===== src/rtl/irq_pkg.sv =====
// rtl/irq_pkg.sv - shared types and defaults for the interrupt pending arbiter
package irq_pkg;

  typedef enum logic {IDLE, OFFER} irq_state_t;

  localparam int N_SRC_DEF = 8;

endpackage


===== src/rtl/irq_pending_arbiter_if.sv =====
// rtl/irq_pending_arbiter_if.sv - request/mask/offer/lost signal bundle of the arbiter
interface irq_pending_arbiter_if
  import irq_pkg::*;
#(
  parameter int N_SRC = N_SRC_DEF,
  parameter int ID_W  = $clog2(N_SRC)
);

  logic [N_SRC-1:0] irq_in;
  logic [N_SRC-1:0] irq_mask;
  logic             irq_valid;
  logic [ID_W-1:0]  irq_id;
  logic             irq_ready;
  logic             irq_none;
  logic [N_SRC-1:0] lost;
  logic [N_SRC-1:0] lost_clr;

  modport master (
    input  irq_in, irq_mask, irq_ready, lost_clr,
    output irq_valid, irq_id, irq_none, lost
  );

  modport slave (
    output irq_in, irq_mask, irq_ready, lost_clr,
    input  irq_valid, irq_id, irq_none, lost
  );

endinterface


===== src/rtl/prio_enc_n.sv =====
// rtl/prio_enc_n.sv - combinational priority encoder, highest set index wins
module prio_enc_n #(
  parameter int N     = 8,
  parameter int IDX_W = $clog2(N)
) (
  input  logic [N-1:0]     in_vec,
  output logic [IDX_W-1:0] idx,
  output logic             none
);

  always_comb begin
    idx  = '0;
    none = ~|in_vec;
    for (int i = 0; i < N; i++) begin
      if (in_vec[i]) idx = IDX_W'(i);
    end
  end

endmodule


===== src/rtl/irq_pending_arbiter.sv =====
// rtl/irq_pending_arbiter.sv - edge-latched pending bits, masked MSB-priority offer, lost tracking
// Optional input synchroniser enabled by defining IRQ_SYNC_EN.
module irq_pending_arbiter
  import irq_pkg::*;
#(
  parameter int N_SRC = N_SRC_DEF,
  parameter int ID_W  = $clog2(N_SRC)
) (
  input  logic                  clk,
  input  logic                  rst_n,
  irq_pending_arbiter_if.master bus
);

  logic [N_SRC-1:0] irq_s;
  logic [N_SRC-1:0] irq_q;
  logic [N_SRC-1:0] pending_q, pending_d;
  logic [N_SRC-1:0] lost_q, lost_d;
  logic [N_SRC-1:0] edge_vec, clr_vec, sel, sel_next;
  logic [ID_W-1:0]  sel_idx;
  logic             sel_none;
  logic             accept;

  irq_state_t       state_q, state_d;
  logic             valid_q, valid_d;
  logic [ID_W-1:0]  id_q, id_d;
  logic             none_q, none_d;

`ifdef IRQ_SYNC_EN
  logic [N_SRC-1:0] sync1_q, sync2_q;

  always_ff @(posedge clk or negedge rst_n) begin
    if (!rst_n) begin
      sync1_q <= '0;
      sync2_q <= '0;
    end else begin
      sync1_q <= bus.irq_in;
      sync2_q <= sync1_q;
    end
  end

  assign irq_s = sync2_q;
`else
  assign irq_s = bus.irq_in;
`endif

  assign accept = valid_q & bus.irq_ready;
  assign sel    = pending_q & ~bus.irq_mask;

  prio_enc_n #(.N(N_SRC), .IDX_W(ID_W)) u_prio (
    .in_vec (sel),
    .idx    (sel_idx),
    .none   (sel_none)
  );

  // A new edge on the bit being accepted keeps it pending and is not a loss.
  always_comb begin
    edge_vec = irq_s & ~irq_q;
    clr_vec  = '0;
    if (accept) clr_vec[id_q] = 1'b1;
    pending_d = (pending_q & ~clr_vec) | edge_vec;
    lost_d    = (lost_q & ~bus.lost_clr) | (edge_vec & pending_q & ~clr_vec);
    sel_next  = pending_d & ~bus.irq_mask;
  end

  always_ff @(posedge clk or negedge rst_n) begin
    if (!rst_n) begin
      irq_q     <= '0;
      pending_q <= '0;
      lost_q    <= '0;
    end else begin
      irq_q     <= irq_s;
      pending_q <= pending_d;
      lost_q    <= lost_d;
    end
  end

  // The offer is held until accepted; no preemption or withdrawal by masking.
  always_comb begin
    state_d = state_q;
    valid_d = valid_q;
    id_d    = id_q;
    unique case (state_q)
      IDLE: begin
        if (!sel_none) begin
          id_d    = sel_idx;
          valid_d = 1'b1;
          state_d = OFFER;
        end
      end
      OFFER: begin
        if (bus.irq_ready) begin
          valid_d = 1'b0;
          state_d = IDLE;
        end
      end
      default: begin
        valid_d = 1'b0;
        state_d = IDLE;
      end
    endcase
    none_d = (state_d == IDLE) & ~|sel_next;
  end

  always_ff @(posedge clk or negedge rst_n) begin
    if (!rst_n) begin
      state_q <= IDLE;
      valid_q <= 1'b0;
      id_q    <= '0;
      none_q  <= 1'b1;
    end else begin
      state_q <= state_d;
      valid_q <= valid_d;
      id_q    <= id_d;
      none_q  <= none_d;
    end
  end

  assign bus.irq_valid = valid_q;
  assign bus.irq_id    = id_q;
  assign bus.irq_none  = none_q;
  assign bus.lost      = lost_q;

endmodule


===== src/flat_wrapper.sv =====
// flat-port wrapper written by rule: the top's interface ports become plain ports
module irq_pending_arbiter_flat import irq_pkg::*;
#(
  parameter int N_SRC = N_SRC_DEF,
  parameter int ID_W  = $clog2(N_SRC)
)
  (clk, rst_n, bus_irq_in, bus_irq_mask, bus_irq_ready, bus_lost_clr, bus_irq_valid, bus_irq_id, bus_irq_none, bus_lost);
  irq_pending_arbiter_if #(.N_SRC(N_SRC), .ID_W(ID_W)) bus_i ();
  input  logic clk;
  input  logic rst_n;
  input wire logic [$bits(bus_i.irq_in)-1:0] bus_irq_in;
  input wire logic [$bits(bus_i.irq_mask)-1:0] bus_irq_mask;
  input wire logic [$bits(bus_i.irq_ready)-1:0] bus_irq_ready;
  input wire logic [$bits(bus_i.lost_clr)-1:0] bus_lost_clr;
  output wire logic [$bits(bus_i.irq_valid)-1:0] bus_irq_valid;
  output wire logic [$bits(bus_i.irq_id)-1:0] bus_irq_id;
  output wire logic [$bits(bus_i.irq_none)-1:0] bus_irq_none;
  output wire logic [$bits(bus_i.lost)-1:0] bus_lost;
  assign bus_i.irq_in = bus_irq_in;
  assign bus_i.irq_mask = bus_irq_mask;
  assign bus_i.irq_ready = bus_irq_ready;
  assign bus_i.lost_clr = bus_lost_clr;
  assign bus_irq_valid = bus_i.irq_valid;
  assign bus_irq_id = bus_i.irq_id;
  assign bus_irq_none = bus_i.irq_none;
  assign bus_lost = bus_i.lost;
  irq_pending_arbiter #(.N_SRC(N_SRC), .ID_W(ID_W)) u_core (.clk(clk), .rst_n(rst_n), .bus(bus_i));
endmodule

===== config.mk =====
export PLATFORM = sky130hd
export DESIGN_NAME = irq_pending_arbiter_flat
export DESIGN_NICKNAME = d
export VERILOG_FILES = /design/src/rtl/irq_pkg.sv /design/src/rtl/irq_pending_arbiter_if.sv /design/src/rtl/prio_enc_n.sv /design/src/rtl/irq_pending_arbiter.sv /design/src/flat_wrapper.sv
export SDC_FILE = /design/constraint.sdc
export NUM_CORES = 1
export LEC_CHECK = 0
export BUFFER_PORTS_ARGS = -buffer_cell sky130_fd_sc_hd__buf_4
export CORE_UTILIZATION = 44
export CTS_CLUSTER_DIAMETER = 40
export DETAILED_ROUTE_END_ITERATION = 12
export PLACE_DENSITY = 0.69
export REMOVE_ABC_BUFFERS = 1
export SLEW_MARGIN = 30
export SYNTH_ARGS = -nofsm -noshare
export SYNTH_HDL_FRONTEND = slang
export SYNTH_HIERARCHICAL = 1
export SYNTH_SLANG_ARGS = --single-unit

===== constraint.sdc =====
create_clock -name clk -period 1.5 [get_ports clk]
set_input_delay 0.075 -clock clk [delete_from_list [all_inputs] [get_ports clk]]
set_output_delay 0.075 -clock clk [all_outputs]
set_load 0.03 [all_outputs]

Yosys cells after proc, flatten, opt, wreduce, memory -nomap -nowiden
Cells that the tools add are included.
{ "word_totals": {"regBits": 30, "out_inout_bits": 13, "wordCells": 50} }
{ "op_classes": {"order_cmp": 2, "n_eq_ne": 2, "n_mux": 16, "bitwise": 17, "n_reduce_logical": 6} }
{ "ops": {"columns": ["op", "count"], "rows": [
  ["AND 8 bit", 7],
  ["NOT 8 bit", 4],
  ["2-to-1 mux 3 bit", 6],
  ["bitwise OR 8 bit", 2],
  ["OR reduction 8 bit", 2],
  ["2-to-1 mux 8 bit", 1],
  ["2-to-1 mux 1 bit", 6],
  ["< comparator 3 x 4 -> 1 bit, second input constant", 1],
  ["one-hot mux 1 bit (2 select lines)", 2],
  ["AND reduction 2 bit", 2],
  ["demux 1 bit (select 3 bit)", 1],
  ["greater-or-equal comparator 3 x 1 -> 1 bit, second input constant", 1],
  ["AND 1 bit", 2],
  ["!= test 2 x 1 -> 1 bit, second input constant", 1],
  ["!= test 2 bit, second input constant", 1],
  ["NOT 1 bit", 2],
  ["logical AND 1 bit", 1],
  ["logical NOT 1 bit", 1]
]} }

Longest topological paths before layout
{ "logic_depth": {"word_depth": 12, "mapped_depth": 7, "mapped_depth_nobuf": 7} }

Modules after synthesis
The synthesis kept the hierarchy.
{ "modules_own_cells": {"columns": ["module", "instances", "cells_per_inst", "area_per_inst_um2", "seq_area_each_um2"], "rows": [
  ["irq_pending_arbiter", 1, 101, 1198.6, 752.0],
  ["prio_enc_n", 1, 11, 67.6, 0.0]
]} }

Worst setup path after synthesis
No wires, ideal clock.
{ "synth_path": {"path_type": "register to register", "startpoint": "register u_core.id_q[2], in the netlist u_core/bus.irq_id[2]", "endpoint": "register u_core.none_q, in the netlist u_core/bus.irq_none", "t_arrival_ns": 1.660, "path_slack_ns": -0.250, "path_stages_with_launch": 6, "path_buffers": 0, "cell_sequence": "dfrtp_1 -> nand2b_1 -> o21ai_2 -> a21oi_1 -> or4_1 -> nor4_2"} }
{ "synth_between": {"elab_chain_len": 12} }
{ "synth_rtl": {"columns": ["element", "line", "rtl"], "rows": [
  ["start: declaration", "irq_pending_arbiter.sv:25", "logic [ID_W-1:0] id_q, id_d;"],
  ["start signal: assignment", "irq_pending_arbiter.sv:113", "id_q <= id_d;"],
  ["< comparator 3 x 4 -> 1 bit (not written as such) / greater-or-equal comparator 3 x 1 -> 1 bit (equally long branches)", "irq_pending_arbiter.sv:59", "if (accept) clr_vec[id_q] = 1'b1;"],
  ["logical AND 1 bit (not written as such)", "irq_pending_arbiter.sv:59", null],
  ["2-to-1 mux 1 bit (not written as such)", "irq_pending_arbiter.sv:59", null],
  ["demux 1 bit (select 3 bit) (*)", null, null],
  ["2-to-1 mux 8 bit (*)", "irq_pending_arbiter.sv:59", null],
  ["NOT 8 bit (*)", "irq_pending_arbiter.sv:60", "pending_d = (pending_q & ~clr_vec) | edge_vec;"],
  ["AND 8 bit (*)", "irq_pending_arbiter.sv:60", null],
  ["bitwise OR 8 bit (*)", "irq_pending_arbiter.sv:60", null],
  ["AND 8 bit (*)", "irq_pending_arbiter.sv:62", "sel_next = pending_d & ~bus.irq_mask;"],
  ["OR reduction 8 bit (*)", "irq_pending_arbiter.sv:101", "none_d = (state_d == IDLE) & ~|sel_next;"],
  ["logical NOT 1 bit (*)", "irq_pending_arbiter.sv:101", null],
  ["AND 1 bit (*)", "irq_pending_arbiter.sv:101", null],
  ["named net u_core.none_d", "irq_pending_arbiter.sv:26", "logic none_q, none_d;"],
  ["end signal: assignment", "irq_pending_arbiter.sv:114", "none_q <= none_d;"],
  ["end: declaration", "irq_pending_arbiter.sv:26", null]
]} }
The timed path passes the listed nets; every way through them passes the cells marked *.
A chain may end at the register's enable or synchronous reset.

Worst setup path after layout
{ "layout_path": {"startpoint": "register u_core.id_q[1], in the netlist u_core/bus.irq_id[1]", "endpoint": "register u_core.none_q, in the netlist u_core/bus.irq_none"} }
The elaborated chain is that of the path after synthesis.

==> results by group <==
Yosys
  • Share of the yosys chip area belonging to registers: 0.594
  • Synthesized flop and latch total: 30
  • Number of library cell types mapped by synthesis: 25
  • Mean Syn Cell Area: approximately 11 µm²
  • Cells after synthesis: 112
  • Mapped Area: ~1300 µm²
  • YS warnings: 6

Clocking
  • CTS clock-pin slew for the worst setup and hold paths: around 0.090 ns
  • CTS tree: yes
  • Root Buffer: clkbuf_4
  • CTS max path bufs: 2
  • H-tree lvl count: 2
  • Clk sinks: 30
  • Clk Latency, worst-skew pair: between 0.3 and 0.4 ns
  • Num CTS Buffers: 5

Global route
  • Initial antenna violation count: 0
  • Largest net degree at the start of global routing: 31
  • GR Overflow Total: 0
  • All-Layer GR Usage: 0.231
  • Vias in the first global route: 1160
  • First-pass GRT wire length: between 5 and 6 mm

Detailed routing
  • First-pass DRT Iterations: 4
  • Initial drt markers: 29
  • Via count: 1118
  • Vias/cell: approximately 4.9
  • DR DRC count: 0
  • Post-route ant nets: 0
  • WL per Instance: 13.8 µm
  • Post-Route WL: between 3 and 4 mm

Run status
  • Status: complete, but fails checks
  • Failing checks: setup timing

Worst setup path
  • Max FO, Critical Path: 4
  • Reg2Reg Launch Point: u_core/bus.irq_id[1]
  • Arrival @ worst endpoint: roughly 1.9 ns
  • Slowest cell delay on critical path: slightly above 0.5 ns
  • Reg2reg path depth: 5
  • Reg-to-reg endpoint: u_core/bus.irq_none
  • Worst Setup End Kind: register
  • Cell Chain, Critical Path: nand3b_4 -> o31ai_4 -> a21oi_2 -> or4_4 -> nor4_2
  • Critical path class: register to register
  • Worst R2R Setup Slack: -0.19 ns
  • WP data required: ~1.8 ns
  • Worst setup SP type: register
  • Worst path slowest cell: or4_4

Placed design
  • Pre-CTS setup slack: -0.217 ns
  • Dpl hpwl: about 2.1 mm
  • Port Buffer Count: 39
  • Placed cell area: 1730 µm²
  • Placer congestion estimate: 0.887

Worst hold path
  • Hold EP: u_core/state_q
  • HP Start: bus_irq_ready
  • Min-Delay Path Depth: 2
  • Worst hold path class: input pin to register

Die
  • Die area: between 3000 and 4000 µm²
  • Die Span Y: around 56 µm
  • Row count: 19
  • Core area: between 2000 and 3000 µm²
  • Ports: 40
  • Die width: 55.6 µm
  • Starting density of the core: 0.463

STA
  • Setup ws final: -0.193 ns
  • FMAX: approximately 590 MHz
  • Endpoints failing setup: 4
  • Minimum clock period: about 1.7 ns
  • Max-slew violation count: 0
  • Worst Skew: around 0.0084 ns
  • Slew margin rel.: 0.765
  • Worst-Margin Slew: around 0.34 ns
  • RSZ-0062 raised after global routing: yes
  • Final Cycle Share: 1.13
  • Fin. Hold Viols: 0

Finish
  • Finished Cell Area: 2060 µm²
  • Share of layout cells above drive strength 1: 0.474
  • Area growth from synthesis to layout: 62.8%
  • Filler cells: 190
  • Diodes inserted: 0
  • Most frequent cells in the layout: 58 x buf_4, 26 x dfrtp_1, 18 x dlygate4sd3_1
  • Final nets: approximately 220
  • Leading cell type in the layout, fill and taps excluded: buf_4

Power
  • Total power: 2.33 mW
  • Worst ir drop on vdd: ~1300 µV
  • Pwr dens: 1130 nW/µm²
  • Static leakage: between 0.9 and 1 nW

Run
  • Maxcap violations: 0
## cell usage after synthesis (all sizes together)
cell | n | area, µm²
nor2b | 8 | 50.1
nand2b | 10 | 62.6
o31ai | 4 | 48.8
dfstp | 1 | 26.3
o21ai | 6 | 33.8
inv | 10 | 37.5
mux2 | 3 | 33.8
nand3b | 1 | 20.0
nand3 | 1 | 10.0
mux2i | 1 | 10.0
o22ai | 8 | 50.1
nand2 | 10 | 40.0
nor4 | 1 | 12.5
dfrtp | 29 | 726
nor2 | 5 | 21.3
a21oi | 11 | 55.1
or4 | 1 | 7.51
nor4b | 1 | 15.0
or3 | 1 | 6.26
## cell type report
| type | count | area (µm²) | area share |
|---|---|---|---|
| repair buffers | 76 | 616 | 0.299 |
| clock buffers | 8 | 78.8 | 0.0382 |
| multi-input cells | 72 | 536 | 0.260 |
| inverters | 10 | 37.5 | 0.0182 |
| well taps | 31 | 38.8 | 0.0188 |
| flip-flops and latches | 30 | 756 | 0.367 |
## worst max path at each step
stage | startpoint | to | slack [ns] | cells past startpoint
after global placement | u_core/bus.irq_id[0] | u_core/bus.irq_none | -0.17 | 5
after CTS | u_core/bus.irq_id[1] | u_core/bus.irq_none | -0.22 | 5
after detailed placement | u_core/bus.irq_id[0] | u_core/bus.irq_none | -0.22 | 5
after floorplan | u_core/bus.irq_id[2] | u_core/bus.irq_none | -0.25 | 5
after global routing | u_core/bus.irq_id[0] | u_core/bus.irq_none | -0.30 | 5
final | u_core/bus.irq_id[1] | u_core/bus.irq_none | -0.19 | 5
## sequential cells by signal, summed over array words and instances, names as in the netlist
name	cells
u_core/bus.irq_id	3
u_core/bus.lost	8
u_core/state_q	1
u_core/irq_q	8
u_core/bus.irq_valid	1
u_core/bus.irq_none	1
u_core/pending_q	8
## worst max-delay path: cells and delay by family (launching register included)
kind	cells	cell delay, ns
AOI/OAI and AO/OA	2	0.29
and+or+nand+nor	3	0.89
DFF	1	0.43
## routing by layer
layer | up-vias | GRT usage | routed length [µm] | share of wire
met5 | - | 0 | 0 | 0
met4 | 0 | 0.121 | 78 | 0.025
met2 | 39 | 0.348 | 1500 | 0.48
met3 | 8 | 0.0907 | 218 | 0.070
met1 | 516 | 0.289 | 1330 | 0.42
li1 | 555 | - | - | -
## what timing repair did
item,CTS,global route
hold buffers,18,0
endpoints found under the hold margin,50,0
setup endpoints to repair,4,5
buffers inserted,0,2
pin swaps,1,0
resized for setup,4,16
## power by group
group | internal, mW | switching [mW]
Combinational | 0.378 | 0.360
Sequential | 0.909 | 0.0887
Clock | 0.320 | 0.275
## through the flow
stage / util / hold WS (ns) / cells / TNS (ns)
after global routing: 0.754 / 0.0275 / 227 / -0.640
final: 0.754 / 0.0565 / 227 / -0.414
after CTS: 0.732 / 0.0315 / 225 / -0.217
after floorplan: - / -0.221 / 112 / -0.250
after global placement: 0.631 / 0.0194 / 199 / -0.403
after detailed placement: 0.631 / 0.0248 / 199 / -0.449
## cells by family (layout without fill, tap and decap cells)
family	count (synthesis)	in the layout	synth area share
and+or+nand+nor	39	39	0.194
AOI/OAI and AO/OA	29	29	0.148
muxes	4	4	0.0346
buffers and inverters	10	94	0.0296
DFF	30	30	0.594
(Power assumes the default switching activity.)
